[config.mk]
export PLATFORM = sky130hd
export DESIGN_NAME = mem_port_arbiter_flat
export DESIGN_NICKNAME = d
export VERILOG_FILES = /design/src/rtl/mem_port_arbiter_if.sv /design/src/rtl/mem_port_arbiter.sv /design/src/flat_wrapper.sv
export SDC_FILE = /design/constraint.sdc
export NUM_CORES = 1
export LEC_CHECK = 0
export ABC_AREA = 1
export CORE_AREA = 2 2 166 168
export CTS_CLUSTER_DIAMETER = 40
export DETAILED_ROUTE_END_ITERATION = 8
export DIE_AREA = 0 0 168 170
export DONT_BUFFER_PORTS = 1
export GPL_TIMING_DRIVEN = 0
export PLACE_DENSITY_LB_ADDON = 0.3
export SYNTH_ARGS = -nofsm -noshare
export SYNTH_HDL_FRONTEND = slang
export SYNTH_SLANG_ARGS = --single-unit
[constraint.sdc]
create_clock -name clk -period 4.7 [get_ports clk]
set_clock_uncertainty 0.2 [all_clocks]
set_input_delay 0.94 -clock clk [delete_from_list [all_inputs] [get_ports clk]]
set_output_delay 0.94 -clock clk [all_outputs]
set_load 0.01 [all_outputs]
[src/rtl/mem_port_arbiter_if.sv]
// mem_port_arbiter_if
// Bundles the fetch requester, data requester and shared memory port signals
// of the multicycle core's memory arbiter.
//
// Parameters:
//   ADDR_W  address width
//   DATA_W  data width
//
// Signal groups:
//   fetch   i_req, i_addr -> i_gnt, i_done, i_rdata
//   data    d_req, d_we, d_addr, d_wdata -> d_gnt, d_done, d_rdata
//   memory  mem_en, mem_we, mem_addr, mem_wdata <- mem_rdata
//   status  busy
//
// Modports:
//   slave   the arbiter's view (serves the requesters, drives the memory)
//   master  the surroundings' view (requesters plus memory)

interface mem_port_arbiter_if #(
    parameter int ADDR_W = 32,
    parameter int DATA_W = 64
);
    logic              i_req;
    logic [ADDR_W-1:0] i_addr;
    logic              i_gnt;
    logic              i_done;
    logic [DATA_W-1:0] i_rdata;

    logic              d_req;
    logic              d_we;
    logic [ADDR_W-1:0] d_addr;
    logic [DATA_W-1:0] d_wdata;
    logic              d_gnt;
    logic              d_done;
    logic [DATA_W-1:0] d_rdata;

    logic              mem_en;
    logic              mem_we;
    logic [ADDR_W-1:0] mem_addr;
    logic [DATA_W-1:0] mem_wdata;
    logic [DATA_W-1:0] mem_rdata;

    logic              busy;

    modport slave (
        input  i_req, i_addr,
        output i_gnt, i_done, i_rdata,
        input  d_req, d_we, d_addr, d_wdata,
        output d_gnt, d_done, d_rdata,
        output mem_en, mem_we, mem_addr, mem_wdata,
        input  mem_rdata,
        output busy
    );

    modport master (
        output i_req, i_addr,
        input  i_gnt, i_done, i_rdata,
        output d_req, d_we, d_addr, d_wdata,
        input  d_gnt, d_done, d_rdata,
        input  mem_en, mem_we, mem_addr, mem_wdata,
        output mem_rdata,
        input  busy
    );
endinterface

[src/rtl/mem_port_arbiter.sv]
// mem_port_arbiter
// Sequences the single shared memory port between the instruction-fetch
// requester (read-only) and the data requester (load/store). One transaction
// at a time walks IDLE -> ISSUE -> (WAIT) -> DONE. Read data comes back
// MEM_LAT cycles after the mem_en cycle and is latched into the owner's
// rdata register; the owner gets a one-cycle done pulse.
//
// Parameters:
//   MEM_LAT  memory read latency in cycles (>= 1)
//   Address/data widths come from the mem_port_arbiter_if instance.
//
// Ports:
//   clk      rising-edge clock
//   Reset_n  synchronous active-low reset
//   bus      mem_port_arbiter_if.slave (requesters, memory port, busy)
//
// Build option:
//   ARB_ROUND_ROBIN_EN  when defined, simultaneous requests are granted to
//                       the requester not served last; when undefined, the
//                       data requester always wins over fetch.

module mem_port_arbiter #(
    parameter int MEM_LAT = 2
) (
    input  logic                clk,
    input  logic                Reset_n,
    mem_port_arbiter_if.slave   bus
);

    localparam int CNT_W = (MEM_LAT > 1) ? $clog2(MEM_LAT) : 1;

    typedef enum logic [1:0] {
        IDLE,
        ISSUE,
        WAIT,
        DONE
    } state_t;

    state_t           state;
    logic             owner_data;
    logic             cap_we;
    logic [CNT_W-1:0] cnt;
    logic             pick_data;

`ifdef ARB_ROUND_ROBIN_EN
    logic             last_data;
`endif

    // Arbitration decision used only when sampling requests in IDLE.
    always_comb begin
        pick_data = bus.d_req;
`ifdef ARB_ROUND_ROBIN_EN
        if (bus.i_req && bus.d_req) begin
            pick_data = !last_data;
        end
`endif
    end

    // Single registered FSM: every output is a flop, so mem_en/mem_we never
    // follow req combinationally. Strobes and done pulses default low and are
    // raised only for the one cycle they belong to.
    always_ff @(posedge clk) begin
        if (!Reset_n) begin
            state         <= IDLE;
            owner_data    <= 1'b0;
            cap_we        <= 1'b0;
            cnt           <= '0;
            bus.i_gnt     <= 1'b0;
            bus.i_done    <= 1'b0;
            bus.i_rdata   <= '0;
            bus.d_gnt     <= 1'b0;
            bus.d_done    <= 1'b0;
            bus.d_rdata   <= '0;
            bus.mem_en    <= 1'b0;
            bus.mem_we    <= 1'b0;
            bus.mem_addr  <= '0;
            bus.mem_wdata <= '0;
            bus.busy      <= 1'b0;
`ifdef ARB_ROUND_ROBIN_EN
            last_data     <= 1'b0;
`endif
        end else begin
            bus.mem_en <= 1'b0;
            bus.mem_we <= 1'b0;
            bus.i_done <= 1'b0;
            bus.d_done <= 1'b0;

            case (state)
                IDLE: begin
                    if (bus.i_req || bus.d_req) begin
                        owner_data <= pick_data;
`ifdef ARB_ROUND_ROBIN_EN
                        last_data  <= pick_data;
`endif
                        // The strobe for the ISSUE cycle is registered here.
                        bus.mem_en <= 1'b1;
                        bus.busy   <= 1'b1;
                        if (pick_data) begin
                            cap_we        <= bus.d_we;
                            bus.mem_we    <= bus.d_we;
                            bus.mem_addr  <= bus.d_addr;
                            bus.mem_wdata <= bus.d_wdata;
                            bus.d_gnt     <= 1'b1;
                        end else begin
                            // Fetch is read-only; write data is left as is.
                            cap_we       <= 1'b0;
                            bus.mem_addr <= bus.i_addr;
                            bus.i_gnt    <= 1'b1;
                        end
                        state <= ISSUE;
                    end
                end

                ISSUE: begin
                    if (cap_we) begin
                        bus.d_done <= 1'b1;
                        state      <= DONE;
                    end else begin
                        cnt   <= CNT_W'(MEM_LAT - 1);
                        state <= WAIT;
                    end
                end

                WAIT: begin
                    if (cnt == '0) begin
                        if (owner_data) begin
                            bus.d_rdata <= bus.mem_rdata;
                            bus.d_done  <= 1'b1;
                        end else begin
                            bus.i_rdata <= bus.mem_rdata;
                            bus.i_done  <= 1'b1;
                        end
                        state <= DONE;
                    end else begin
                        cnt <= cnt - CNT_W'(1);
                    end
                end

                DONE: begin
                    bus.i_gnt <= 1'b0;
                    bus.d_gnt <= 1'b0;
                    bus.busy  <= 1'b0;
                    state     <= IDLE;
                end

                default: begin
                    state <= IDLE;
                end
            endcase
        end
    end

endmodule

[src/flat_wrapper.sv]
// flat-port wrapper written by rule: the top's interface ports become plain ports
module mem_port_arbiter_flat 
#(
    parameter int MEM_LAT = 2
)
  (clk, Reset_n, bus_i_req, bus_i_addr, bus_i_gnt, bus_i_done, bus_i_rdata, bus_d_req, bus_d_we, bus_d_addr, bus_d_wdata, bus_d_gnt, bus_d_done, bus_d_rdata, bus_mem_en, bus_mem_we, bus_mem_addr, bus_mem_wdata, bus_mem_rdata, bus_busy);
  mem_port_arbiter_if #(.ADDR_W(32), .DATA_W(64)) bus_i ();
  input  logic clk;
  input  logic Reset_n;
  input wire logic [$bits(bus_i.i_req)-1:0] bus_i_req;
  input wire logic [$bits(bus_i.i_addr)-1:0] bus_i_addr;
  output wire logic [$bits(bus_i.i_gnt)-1:0] bus_i_gnt;
  output wire logic [$bits(bus_i.i_done)-1:0] bus_i_done;
  output wire logic [$bits(bus_i.i_rdata)-1:0] bus_i_rdata;
  input wire logic [$bits(bus_i.d_req)-1:0] bus_d_req;
  input wire logic [$bits(bus_i.d_we)-1:0] bus_d_we;
  input wire logic [$bits(bus_i.d_addr)-1:0] bus_d_addr;
  input wire logic [$bits(bus_i.d_wdata)-1:0] bus_d_wdata;
  output wire logic [$bits(bus_i.d_gnt)-1:0] bus_d_gnt;
  output wire logic [$bits(bus_i.d_done)-1:0] bus_d_done;
  output wire logic [$bits(bus_i.d_rdata)-1:0] bus_d_rdata;
  output wire logic [$bits(bus_i.mem_en)-1:0] bus_mem_en;
  output wire logic [$bits(bus_i.mem_we)-1:0] bus_mem_we;
  output wire logic [$bits(bus_i.mem_addr)-1:0] bus_mem_addr;
  output wire logic [$bits(bus_i.mem_wdata)-1:0] bus_mem_wdata;
  input wire logic [$bits(bus_i.mem_rdata)-1:0] bus_mem_rdata;
  output wire logic [$bits(bus_i.busy)-1:0] bus_busy;
  assign bus_i.i_req = bus_i_req;
  assign bus_i.i_addr = bus_i_addr;
  assign bus_i_gnt = bus_i.i_gnt;
  assign bus_i_done = bus_i.i_done;
  assign bus_i_rdata = bus_i.i_rdata;
  assign bus_i.d_req = bus_d_req;
  assign bus_i.d_we = bus_d_we;
  assign bus_i.d_addr = bus_d_addr;
  assign bus_i.d_wdata = bus_d_wdata;
  assign bus_d_gnt = bus_i.d_gnt;
  assign bus_d_done = bus_i.d_done;
  assign bus_d_rdata = bus_i.d_rdata;
  assign bus_mem_en = bus_i.mem_en;
  assign bus_mem_we = bus_i.mem_we;
  assign bus_mem_addr = bus_i.mem_addr;
  assign bus_mem_wdata = bus_i.mem_wdata;
  assign bus_i.mem_rdata = bus_mem_rdata;
  assign bus_busy = bus_i.busy;
  mem_port_arbiter #(.MEM_LAT(MEM_LAT)) u_core (.clk(clk), .Reset_n(Reset_n), .bus(bus_i));
endmodule
==> results.cfg <==
[status]
status = finished clean

[cts]
clk_pin_slew_ns = 0.05
clock_sinks = 236
post_cts_buffers = 0
cts-root-buf = clkbuf_16
h-tree-depth = 2
numCtsBuffers = 36
ctsHoldBuffers = 0
cts_tree = yes
max-clock-path-buffers = 3
clock_latency_ns = 0.49
cts-resized-gates = 0

[sta]
worstMarginPinSlew_ns = 0.552
min_period_ns = 2.14
tns_ns = 0
finalHoldViolCount = 0
rsz0062_at_grt = no
finalSetupViolCount = 0
slew-limit-headroom = 0.632
fin_crit_sh = 0.455
slew_viol_final = 0
clock.fmax_mhz = 467

[placed_design]
dp.cells = 1492
postPlaceCellArea_um2 = 9160
place.gp.congestion = 0.829
dp_hpwl_mm = 22.0
io_buffer_count = 0

[flow_run]
cap_violations = 0

[critical_path]
end_kind = output port
start_kind = flip-flop
path_class = flip-flop to output port
rr_worst_depth = 9
critPathRequiredTime_ns = 3.56
worstPathMaxFanout = 2
arrival_ns = 1.00
cp.depth = 0

[final_layout]
area_delta_synth_final_pct = 18.9
layout-drive-gt1-share = 0.101
final_cell_mix = nor2_1 (456), dfxtp_1 (236), o21ai_0 (210)
fin_util = 0.389
stdcell_area_um2 = 10400
nets = 1392
fill_cells = 2805
finalNonFillerCells = 1555
layout_commonest_cell = nor2_1

[global_routing]
grt_pass1_wl_mm = 43.1
grt_pass1_vias = 7436
grtUsageMet2 = 0.336
grtUsageMet3 = 0.0898
grtUsageMet1 = 0.212
grt_max_degree = 13
grt_busiest_layer = met2
grtUsageTotal = 0.195
grt-ovfl-total = 0
grt_antenna_before_repair = 1

[drt]
wl_mm = 29.2
final_antenna_net_count = 0
avgViaCountPerCell = 4.81
vias = 7485
drc_errors = 0
first_pass_iters = 4
drtIter0Drc = 293
wl_per_cell_um = 18.8

[power_and_ir_drop]
clkPwrFrac = 0.366
p_sw_frac = 0.349
power.total_uw = 7320
power_switching_uw = 2560
p_comb_frac = 0.200
p_int_uw = 4770
pwr-share-seq = 0.434
powerDensity_nw_per_um2 = 706
p_leak_uw = 0.00446
ir_drop_mv = 0.343

[floorplan]
initial_utilization = 0.328
core_um2 = 26700
die_y_um = 170
rows = 60
pin_count = 428
die_w_um = 168
dieArea_um2 = 28600

[logic_synthesis]
synth.avg_cell_area_um2 = 7.58
async_reset_ff_frac = 0
ys.flop_type = dfxtp_1
syn_nets = 1354
ys_seq_area_frac = 0.541
yosysWarnings = 0
synthesis.area_um2 = 8730
synth_cell_types = 21
syn_inst = 1151
synth.ff_latch_count = 236
synth_edf_count = 0

[worst_hold_path]
holdPathStages = 2
min_path_type = flip-flop to flip-flop
logic make-up after synthesis:
family	Yosys count	synth area share
DFF	236	0.541
and+or+nand+nor	579	0.255
adders and majority gates	6	0.00860
AOI/OAI and AO/OA	237	0.136
buffers and inverters	93	0.0592
state kept, by name, summed over array words and instances, names as in the netlist, 2 cells and up:
| signal | cells |
|---|---|
| u_core.bus.i_rdata | 64 |
| u_core.state | 2 |
| u_core.bus.mem_addr | 32 |
| u_core.bus.d_rdata | 64 |
| u_core.bus.mem_wdata | 64 |
tightest hold or removal path: cells and delay by family (launching register included):
kind            cells  cell delay, ns
compound gates      1            0.05
flops               1            0.33
simple gates        1            0.07
per-layer routing:
metal / part of all wire / vias to the layer above
li1: - / 3748
met1: 0.39 / 3360
met2: 0.47 / 329
met3: 0.11 / 48
met4: 0.028 / 0
met5: 0 / -
power by group through the flow:
stage	combinational [uW]	clock, uW	sequential (uW)
after floorplan	1150	0	3040
after global placement	1450	0	3220
after detailed placement	1480	0	3220
after CTS	1490	2740	3190
after global routing	1710	2820	3240
final	1460	2680	3180
Yosys cell counts (2+ instances only):
master	count	area [um2]
ha_1	6	75.1
nand3_1	6	30.0
inv_2	3	11.3
nor2_1	456	1710
inv_1	10	37.5
buf_2	28	140
o21ai_1	20	100
buf_6	12	135
clkbuf_1	24	90.1
dfxtp_1	236	4720
nand2_1	112	420
a21oi_1	7	35.0
buf_4	9	67.6
o21ai_0	210	1050
nor2_8	2	40.0
clkbuf_2	5	25.0
area by class of cell:
class	count	area, um2	area share
antenna	1	2.50	0.000241
clock inverter	16	214	0.0206
sequential	236	4720	0.455
inverter	14	55.1	0.00530
multi-input combinational	822	3490	0.336
buffer	79	462	0.0445
clock buffer	46	1010	0.0972
tap	341	427	0.0411
path summary, 6_finish.rpt:
check	startpoint	to	slack, ns
max	u_core.bus.mem_wdata[60]$_SDFFE_PN0P_	bus_mem_wdata[60]	2.56
min	u_core.owner_data$_SDFFE_PN0P_	u_core.owner_data$_SDFFE_PN0P_	0.29
max reg2reg	u_core.state[0]$_SDFFE_PN0P_	u_core.bus.d_rdata[56]$_SDFFE_PN0P_	2.67
min reg2reg	u_core.owner_data$_SDFFE_PN0P_	u_core.owner_data$_SDFFE_PN0P_	0.29
through the flow:
step                      hold slack [ns]  worst slack [ns]
after floorplan                     0.252              2.80
after global placement              0.283              2.30
after detailed placement            0.285              2.29
after CTS                           0.294              2.52
after global routing                0.314              2.48
final                               0.293              2.56
No activity file was read; power rests on OpenSTA's default activity.
